**config.mk**
```make
export PLATFORM = sky130hd
export DESIGN_NAME = sample_iter_quad
export DESIGN_NICKNAME = d
export VERILOG_FILES = /design/src/rtl/sample_iter_quad.sv
export SDC_FILE = /design/constraint.sdc
export NUM_CORES = 1
export LEC_CHECK = 0
export BUFFER_PORTS_ARGS = -buffer_cell sky130_fd_sc_hd__buf_4
export CAP_MARGIN = 20
export CORE_AREA = 2 2 343 345
export CTS_CLUSTER_DIAMETER = 80
export DETAILED_ROUTE_END_ITERATION = 12
export DIE_AREA = 0 0 345 347
export PLACE_DENSITY_LB_ADDON = 0.15
export SLEW_MARGIN = 0
export SYNTH_ARGS = -nofsm -noshare
export SYNTH_HDL_FRONTEND = slang
export SYNTH_SLANG_ARGS = --single-unit
export TNS_END_PERCENT = 1
```
**constraint.sdc**
```tcl
create_clock -name clk -period 7.09 [get_ports clk]
set_input_delay 0.709 -clock clk [delete_from_list [all_inputs] [get_ports clk]]
set_output_delay 0.709 -clock clk [all_outputs]
set_load 0.01 [all_outputs]
```
**src/rtl/sample_iter_quad.sv**
```systemverilog
// Bounding-box sample iterator: walks one triangle's snapped box, SAMPS x-adjacent samples per cycle.
// Define ITER_PERF_EN to add saturating perfTri_RnnnnU / perfGrp_RnnnnU counters.
module sample_iter_quad #(
  parameter int SIGFIG = 24,
  parameter int RADIX  = 10,
  parameter int VERTS  = 3,
  parameter int AXIS   = 3,
  parameter int COLORS = 3,
  parameter int SAMPS  = 4
) (
  input  logic                                   clk,
  input  logic                                   rst,
  input  logic [VERTS-1:0][AXIS-1:0][SIGFIG-1:0] tri_R13S,
  input  logic [COLORS-1:0][SIGFIG-1:0]          color_R13U,
  input  logic [1:0][1:0][SIGFIG-1:0]            box_R13S,
  input  logic                                   validTri_R13H,
  input  logic [3:0]                             subSample_RnnnnU,
  output logic                                   halt_RnnnnL,
  output logic [VERTS-1:0][AXIS-1:0][SIGFIG-1:0] tri_R14S,
  output logic [COLORS-1:0][SIGFIG-1:0]          color_R14U,
  output logic [1:0][SAMPS-1:0][SIGFIG-1:0]      sample_R14S,
  output logic [SAMPS-1:0]                       validSamp_R14H
`ifdef ITER_PERF_EN
  ,
  output logic [31:0]                            perfTri_RnnnnU,
  output logic [31:0]                            perfGrp_RnnnnU
`endif
);

  typedef enum logic {WAIT_S, TEST_S} state_t;

  state_t state;

  logic signed [SIGFIG-1:0] ll_x, ur_x, ur_y;
  logic signed [SIGFIG-1:0] cur_x, cur_y, step;

  logic signed [SIGFIG-1:0] in_ll_x, in_ll_y, in_ur_x, in_ur_y;
  logic                     box_empty, accept;

  logic signed [SIGFIG-1:0] slot_x [SAMPS];
  logic [SAMPS-1:0]         slot_ok;
  logic signed [SIGFIG-1:0] next_x, next_y;
  logic                     wrap, last_grp;

  function automatic logic signed [SIGFIG-1:0] step_of(input logic [3:0] sub);
    logic signed [SIGFIG-1:0] one;
    one = SIGFIG'(1);
    case (sub)
      4'b0100: step_of = one <<< (RADIX - 1);
      4'b0010: step_of = one <<< (RADIX - 2);
      4'b0001: step_of = one <<< (RADIX - 3);
      default: step_of = one <<< RADIX;
    endcase
  endfunction

  assign in_ll_x   = box_R13S[0][0];
  assign in_ll_y   = box_R13S[0][1];
  assign in_ur_x   = box_R13S[1][0];
  assign in_ur_y   = box_R13S[1][1];
  assign box_empty = (in_ll_x > in_ur_x) || (in_ll_y > in_ur_y);
  assign accept    = (state == WAIT_S) && validTri_R13H && !box_empty;

  assign halt_RnnnnL = (state == WAIT_S);

  // Sample positions of the current group and the raster-order advance decision.
  always_comb begin
    // NOTE: every combinational output is assigned on every path so no latch is inferred.
    slot_x[0] = cur_x;
    for (int k = 1; k < SAMPS; k++) slot_x[k] = slot_x[k-1] + step;
    slot_ok = '0;
    for (int k = 0; k < SAMPS; k++) slot_ok[k] = (slot_x[k] <= ur_x);
    next_x   = slot_x[SAMPS-1] + step;
    next_y   = cur_y + step;
    wrap     = (next_x > ur_x);
    last_grp = wrap && (next_y > ur_y);
  end

  // NOTE: sequential state uses non-blocking assignments so all registers update from pre-edge values.
  always_ff @(posedge clk or negedge rst) begin
    if (!rst) begin
      // NOTE: the latched box and cursor are reset too; no partial triangle survives a reset.
      state          <= WAIT_S;
      ll_x           <= '0;
      ur_x           <= '0;
      ur_y           <= '0;
      cur_x          <= '0;
      cur_y          <= '0;
      step           <= '0;
      tri_R14S       <= '0;
      color_R14U     <= '0;
      sample_R14S    <= '0;
      validSamp_R14H <= '0;
    end else begin
      case (state)
        WAIT_S: begin
          validSamp_R14H <= '0;
          if (accept) begin
            tri_R14S   <= tri_R13S;
            color_R14U <= color_R13U;
            ll_x       <= in_ll_x;
            ur_x       <= in_ur_x;
            ur_y       <= in_ur_y;
            cur_x      <= in_ll_x;
            cur_y      <= in_ll_y;
            step       <= step_of(subSample_RnnnnU);
            state      <= TEST_S;
          end
          // An empty box is consumed here simply by not leaving WAIT_S.
        end
        TEST_S: begin
          for (int k = 0; k < SAMPS; k++) begin
            sample_R14S[0][k] <= slot_x[k];
            sample_R14S[1][k] <= cur_y;
          end
          validSamp_R14H <= slot_ok;
          if (wrap) begin
            cur_x <= ll_x;
            cur_y <= next_y;
          end else begin
            cur_x <= next_x;
          end
          if (last_grp) state <= WAIT_S;
        end
        default: state <= WAIT_S;
      endcase
    end
  end

`ifdef ITER_PERF_EN
  always_ff @(posedge clk or negedge rst) begin
    if (!rst) begin
      perfTri_RnnnnU <= '0;
      perfGrp_RnnnnU <= '0;
    end else begin
      if (accept && (perfTri_RnnnnU != '1)) perfTri_RnnnnU <= perfTri_RnnnnU + 32'd1;
      if ((state == TEST_S) && (perfGrp_RnnnnU != '1)) perfGrp_RnnnnU <= perfGrp_RnnnnU + 32'd1;
    end
  end
`endif

endmodule

```
==> metrics.txt, run 1 <==
Max VDD drop 410 uV; register area around 13000 sq um; most used cell, CP ha_1; Final Cycle Share between 90 and 100%; final wirelength between 100 and 150 mm; Placed Cells 5151; Chip Width 345 um; TNS Setup 0 ns; Post-synth EDFFs 0; Cell Area, Synth between 20000 and 30000 sq um; number of remaining DRC errors 0; startpoint types flip-flop; Final Non-Filler Cells 5283; Synth area leaders dfrtp_1 (48%), nand2_1 (14%), ha_1 (8.5%), mux2_2 (4.3%), buf_4 (2.7%); H-tree Lvls 3; Worst R2R Path Depth 29; dpl hpwl 89.6 mm; Mapped Cells 2891; clock transition at the registers of the reported paths roughly 0.06 ns; fillers 12.3k; Via Count approximately 23k; most used routing layer met2; vias per cell between 4 and 5; post-route core utilization between 30% and 40%; Max Clk Rate between 0.1 and 0.15 GHz; most frequent cells in the layout nand2_1 (1015), buf_4 (943), dfrtp_1 (514), ha_1 (181), inv_1 (145); setup violators final 0; kind of critical path flip-flop to flip-flop; PwrDens 553 nW/um^2; GR Util met2 between 30% and 40%; Die H roughly 350 um; leading area contributor after synthesis dfrtp_1; max_slew headroom 18.6%; Mean Syn Cell Area between 9 and 10 sq um; area occupied by multi-input gates roughly 12000 sq um; vias in the first global route roughly 23k; GRT Overall Usage approximately a fifth; layout cell share with drive strength beyond 1 32.4%; status completed; Starting Density a little under a quarter; Slew Limit Fails 0; max cap viols 0; Leak between 15 and 20 nW; I/O Buffers 875; Crit Path Max Fanout 14; Worst-Margin Slew roughly 1.2 ns; clk sinks 515; worst min path class input port to async pin; CP endpoint kind flip-flop; Clock Tree Root clkbuf_16; met1 usage 22.4%; Yosys top cell area share 48.3%; Skew-Pair Late Insertion Delay between 0.6 and 0.7 ns; Final min period a little under 7 ns; DR WL/cell around 22 um; total gr overflow 0; drt pass-1 iters 5; Max Root-Sink Buffers 3; synthesized net count ~3.5k; largest net degree at the start of global routing 170; Netlist cell types 84; Worst path slowest cell fa_1; initial antenna violation count 22; worst path arrival time 7.27 ns; nets@finish 4279; CTS tree done; commonest non-fill, non-tap cell in the layout nand2_1; ys async rst share between 90% and 100%; Seq/Total Area, Yosys 48.3%; area of the die about 120000 sq um; Core Area 116000 sq um; reg2reg start cur_x[7]; Final Hold Fails 0; Synthesis Warnings 0; slowest cell delay on critical path 0.56 ns; total power slightly above 20 mW; Syn-to-layout area delta 39.3%; met3 Use GR under 10%; DRT iter0 DRCs approximately 1.1k; Ports between 800 and 900; dominant synthesized flop cell dfrtp_1; CTS buffer count 69; Site Rows 125; WP data required between 7 and 8 ns; RSZ-0062 raised after global routing false; #FFs+latches synth between 500 and 600; first-pass GRT wire length approximately 170 mm; ANT nets after route 0; R2R Setup Slk 0.33 ns; Placer Congestion approximately 0.88; r2r endpoint cur_y[14]; Clock Skews between 0.01 and 0.015 ns; worst hold slack 0.106 ns
routing by layer:
metal / part of all wire, % / routed length, um / up-vias
li1: - / - / 11100
met1: 40 / 46500 / 11100
met2: 50 / 57200 / 671
met3: 6.6 / 7620 / 156
met4: 3.0 / 3510 / 30
met5: 0.17 / 194 / -
area by class of cell:
class,count,share of cell area [%]
Antenna cell,7,0.0472
Clock inverter,29,1.01
Tap cell,1524,5.13
Clock buffer,92,5.23
Sequential cell,515,34.7
Multi-Input combinational cell,2013,32.7
Timing Repair Buffer,956,19.7
Inverter,147,1.49
critical path: cells and delay by family, from the launching register on:
kind                     cells  cell delay [ns]
flip-flops                   1             0.37
AO/OA/AOI/OAI                6             0.93
buffers and inverters        4             0.51
multiplexers                 1             0.34
AND/OR/NAND/NOR             10             1.91
XOR/XNOR                     2             0.23
adder cells (fa/ha/maj)      6             2.34
cells in the mapped netlist (3+ instances only):
cell type / count
a211oi_1: 3
a21boi_0: 3
a21o_1: 70
a21oi_1: 87
a221o_1: 7
a31oi_1: 9
and2_1: 10
and3_1: 8
and4_1: 3
buf_1: 5
buf_2: 9
buf_4: 95
clkbuf_1: 106
dfrtp_1: 515
fa_1: 5
ha_1: 181
inv_1: 145
mux2_2: 101
mux2i_1: 36
nand2_1: 1015
nand2b_1: 17
nand3_1: 32
nand4_1: 46
nor2_1: 82
nor2b_1: 19
nor3_1: 11
nor4_1: 10
nor4_2: 3
nor4b_1: 3
o2111ai_1: 3
o211ai_1: 14
o21a_1: 15
o21ai_0: 89
o22ai_1: 3
or2_2: 7
or3_1: 6
xnor2_1: 44
xnor2_2: 3
xor2_1: 16
worst max path at each step:
| stage | slack, ns | to | start |
|---|---|---|---|
| after floorplan | 0.05 | cur_y[11] | step[8] |
| after global placement | 0.14 | cur_y[14] | cur_x[7] |
| after detailed placement | 0.05 | cur_y[11] | cur_x[7] |
| after CTS | 0.01 | cur_y[14] | cur_x[7] |
| after global routing | 0.009 | cur_y[14] | cur_x[7] |
| final | 0.33 | cur_y[14] | cur_x[7] |
power breakdown:
part	switching, mW	internal (mW)	total [mW]
Clock	1.45	2.19	3.64
Combinational	6.27	5.14	11.4
Sequential	1.11	4.38	5.49
Total	8.83	11.7	20.5
sequential cells by signal, summed over array words and instances, names as in the netlist:
register	flops
ll_x	24
state	1
ur_x	24
color_R14U	72
ur_y	24
sample_R14S	98
validSamp_R14H	4
cur_y	24
step	4
cur_x	24
tri_R14S	216
stage by stage:
| stage | worst slack, ns | instance area, sq um |
|---|---|---|
| 3_3_place_gp | 0.138 | 34700 |
| 2_1_floorplan | 0.0455 | 26700 |
| 3_5_place_dp | 0.0496 | 34700 |
| 6_report | 0.328 | 37200 |
| 5_1_grt | 0.00894 | 37100 |
| 4_1_cts | 0.00992 | 37000 |
logic make-up (layout without fill, tap and decap cells):
| logic type | count (synthesis) | count (layout) | synth area share [%] |
|---|---|---|---|
| adders and majority gates | 186 | 186 | 8.87 |
| xor gates and xnor gates | 64 | 64 | 2.24 |
| buffers and inverters | 363 | 1224 | 6.52 |
| other | 0 | 7 | 0 |
| muxes | 137 | 137 | 5.62 |
| and+or+nand+nor | 1291 | 1291 | 20.3 |
| DFF | 515 | 515 | 48.3 |
| AOI/OAI and AO/OA | 335 | 335 | 8.16 |
what timing repair did:
| action | in CTS | in global routing |
|---|---|---|
| setup endpoints to repair | 0 | 42 |
| hold buffers | 0 | 0 |
| resized for setup | 0 | 15 |
| setup buffers | 0 | 4 |
Note: power is estimated with default switching activity, not from simulation.
==> run 2, diff against run 1 <==
--- a/config.mk
+++ b/config.mk
@@ -9,4 +9,5 @@
 export CAP_MARGIN = 20
 export CORE_AREA = 2 2 343 345
+export CTS_BUF_LIST = sky130_fd_sc_hd__clkbuf_8 sky130_fd_sc_hd__clkbuf_16
 export CTS_CLUSTER_DIAMETER = 80
 export DETAILED_ROUTE_END_ITERATION = 12
==> constraint.sdc (replaced) <==
create_clock -name clk -period 7.09 [get_ports clk]
set_input_delay 0.3545 -clock clk [delete_from_list [all_inputs] [get_ports clk]]
set_output_delay 0.3545 -clock clk [all_outputs]
set_load 0.01 [all_outputs]
==> run 2 against run 1 <==
- count of clock-buffer cells in the layout is 11 lower
- utilization up 3.0 points
- hold slack worse by 0.056 ns
- total power fell by 0.30%
- critical endpoint is now cur_y[11]
==> metrics.txt, run 2 (synthesis results as in run 1) <==
Clock Tree Root clkbuf_16; largest net degree at the start of global routing 156; ANT nets after route 0; Final Hold Fails 0; Crit Path Max Fanout 14; Final Cycle Share between 90% and 100%; Critical Path Source cur_x[7]; H-tree Lvls 3; Placed Cells just over 5k; area occupied by multi-input gates approximately 12000 sq um; drt pass-1 iters 5; vias per cell about 4.3; Reg with most FFs tri_R14S; reg2reg start cur_x[7]; number of remaining DRC errors 0; DR WL/cell 20.6 um; total gr overflow 0; Max Clk Rate between 0.1 and 0.15 GHz; fillers between 10k and 15k; CP endpoint kind flip-flop; commonest non-fill, non-tap cell in the layout nand2_1; Chip Width around 350 um; first-pass GRT wire length approximately 170 mm; I/O Buffers 875; Syn-to-layout area delta 52.2%; vias in the first global route roughly 25k; clock transition at the registers of the reported paths 0.06 ns; Starting Density a little under a quarter; most used cell, CP ha_1; max cap viols 0; max reg flops approximately 220; Die H between 300 and 400 um; Max Root-Sink Buffers 3; Worst path slowest cell fa_2; setup violators final 0; worst min path class input port to flip-flop; Max VDD drop approximately 470 uV; clk sinks roughly 500; hold path cells 3; Final min period between 6 and 7 ns; DRT iter0 DRCs ~1.2k; WP data required roughly 7.6 ns; initial antenna violation count 28; r2r endpoint cur_y[11]; Worst R2R Path Depth 28; largest registers tri_R14S: 216 flops, sample_R14S: 98 flops, color_R14U: 72 flops; Via Count approximately 24k; worst path arrival time around 7 ns; dpl hpwl ~89 mm; RSZ-0062 raised after global routing false; R2R Setup Slk about 0.41 ns; Skew-Pair Late Insertion Delay ~0.63 ns; Leak between 20 and 25 nW; kind of critical path flip-flop to flip-flop; Core Area roughly 120000 sq um; post-route core utilization a little over a third; Final Non-Filler Cells about 5.6k; Clock Skews 0.0206 ns; Worst-Margin Slew slightly above 1 ns; WHS Endpoint cur_y[16]; Site Rows 125; GRT Overall Usage between 10% and 20%; startpoint types flip-flop; Placer Congestion a little under 0.9; status completed; most frequent cells in the layout nand2_1 (1015), buf_4 (943), dfrtp_1 (514), dlygate4sd3_1 (366), ha_1 (181); PwrDens approximately 500 nW/um^2; final wirelength 116 mm; area of the die around 120000 sq um; CTS tree done; layout cell share with drive strength beyond 1 between 20% and 30%; TNS Setup 0 ns; CTS buffer count 70; slowest cell delay on critical path 0.58 ns; Ports ~880; nets@finish between 4k and 5k; hold path startpoint box_R13S[40]; register area about 13000 sq um; Slew Limit Fails 0; max_slew headroom around 32%
==> run 2: stage by stage <==
step | power, mW | cell area [sq um] | hold slack, ns | worst slack (ns)
after global routing | 22.0 | 40600 | 0.0215 | 0.00324
final | 20.5 | 40600 | 0.0499 | 0.413
after detailed placement | 16.9 | 34700 | 0.394 | 0.0330
after floorplan | 11.6 | 26700 | 0.0589 | 0.0455
after CTS | 20.7 | 40500 | 0.000135 | 0.101
after global placement | 17.0 | 34700 | 0.410 | 0.0943
==> run 2: power by group <==
part / switching (mW) / total (mW) / leakage [nW] / internal [mW]
logic: 6.30 / 11.6 / 13.3 / 5.26
clock network: 1.43 / 3.41 / 1.13 / 1.98
registers: 1.12 / 5.51 / 6.32 / 4.38
==> run 2: how the worst max path moves through the flow <==
stage | endpoint | slack (ns) | depth (start not counted)
2_1_floorplan | cur_y[11] | 0.05 | 27
3_3_place_gp | cur_y[14] | 0.09 | 25
3_5_place_dp | cur_y[14] | 0.03 | 25
4_1_cts | cur_y[14] | 0.10 | 25
5_1_grt | cur_y[7] | 0.003 | 29
6_report | cur_y[11] | 0.41 | 28
==> run 2: repair_timing <==
item / CTS / global route
buffers inserted: 0 / 4
resized for setup: 1 / 11
setup endpoints to repair: 3 / 42
hold buffers: 366 / 0
endpoints found under the hold margin: 435 / 0
pin swaps: 0 / 3
==> run 2: worst max-delay path, delay by kind of cell, from the launching register on <==
kind	cells	cell delay (ns)
compound gates	6	0.92
simple gates	10	2.08
flops	1	0.38
fa+ha+maj	5	1.99
buf+inv	4	0.47
xor+xnor	2	0.35
mux	1	0.34
==> run 2: metal layers <==
metal	up-vias	wire length, um	share of wire (%)	track usage [%]
li1	11800	-	-	-
met1	11500	46800	40	22.3
met2	710	56400	49	32.1
met3	211	7530	6.5	4.90
met4	38	5150	4.4	8.54
met5	-	226	0.19	0
==> run 2: final cells by class <==
cell class | instances | area share [%]
antenna | 5 | 0.0308
clock buffer | 81 | 4.69
clock inverter | 36 | 0.623
inverter | 147 | 1.36
multi-input combinational | 2013 | 29.9
sequential | 515 | 31.8
tap | 1524 | 4.70
timing repair buffer | 1319 | 26.9
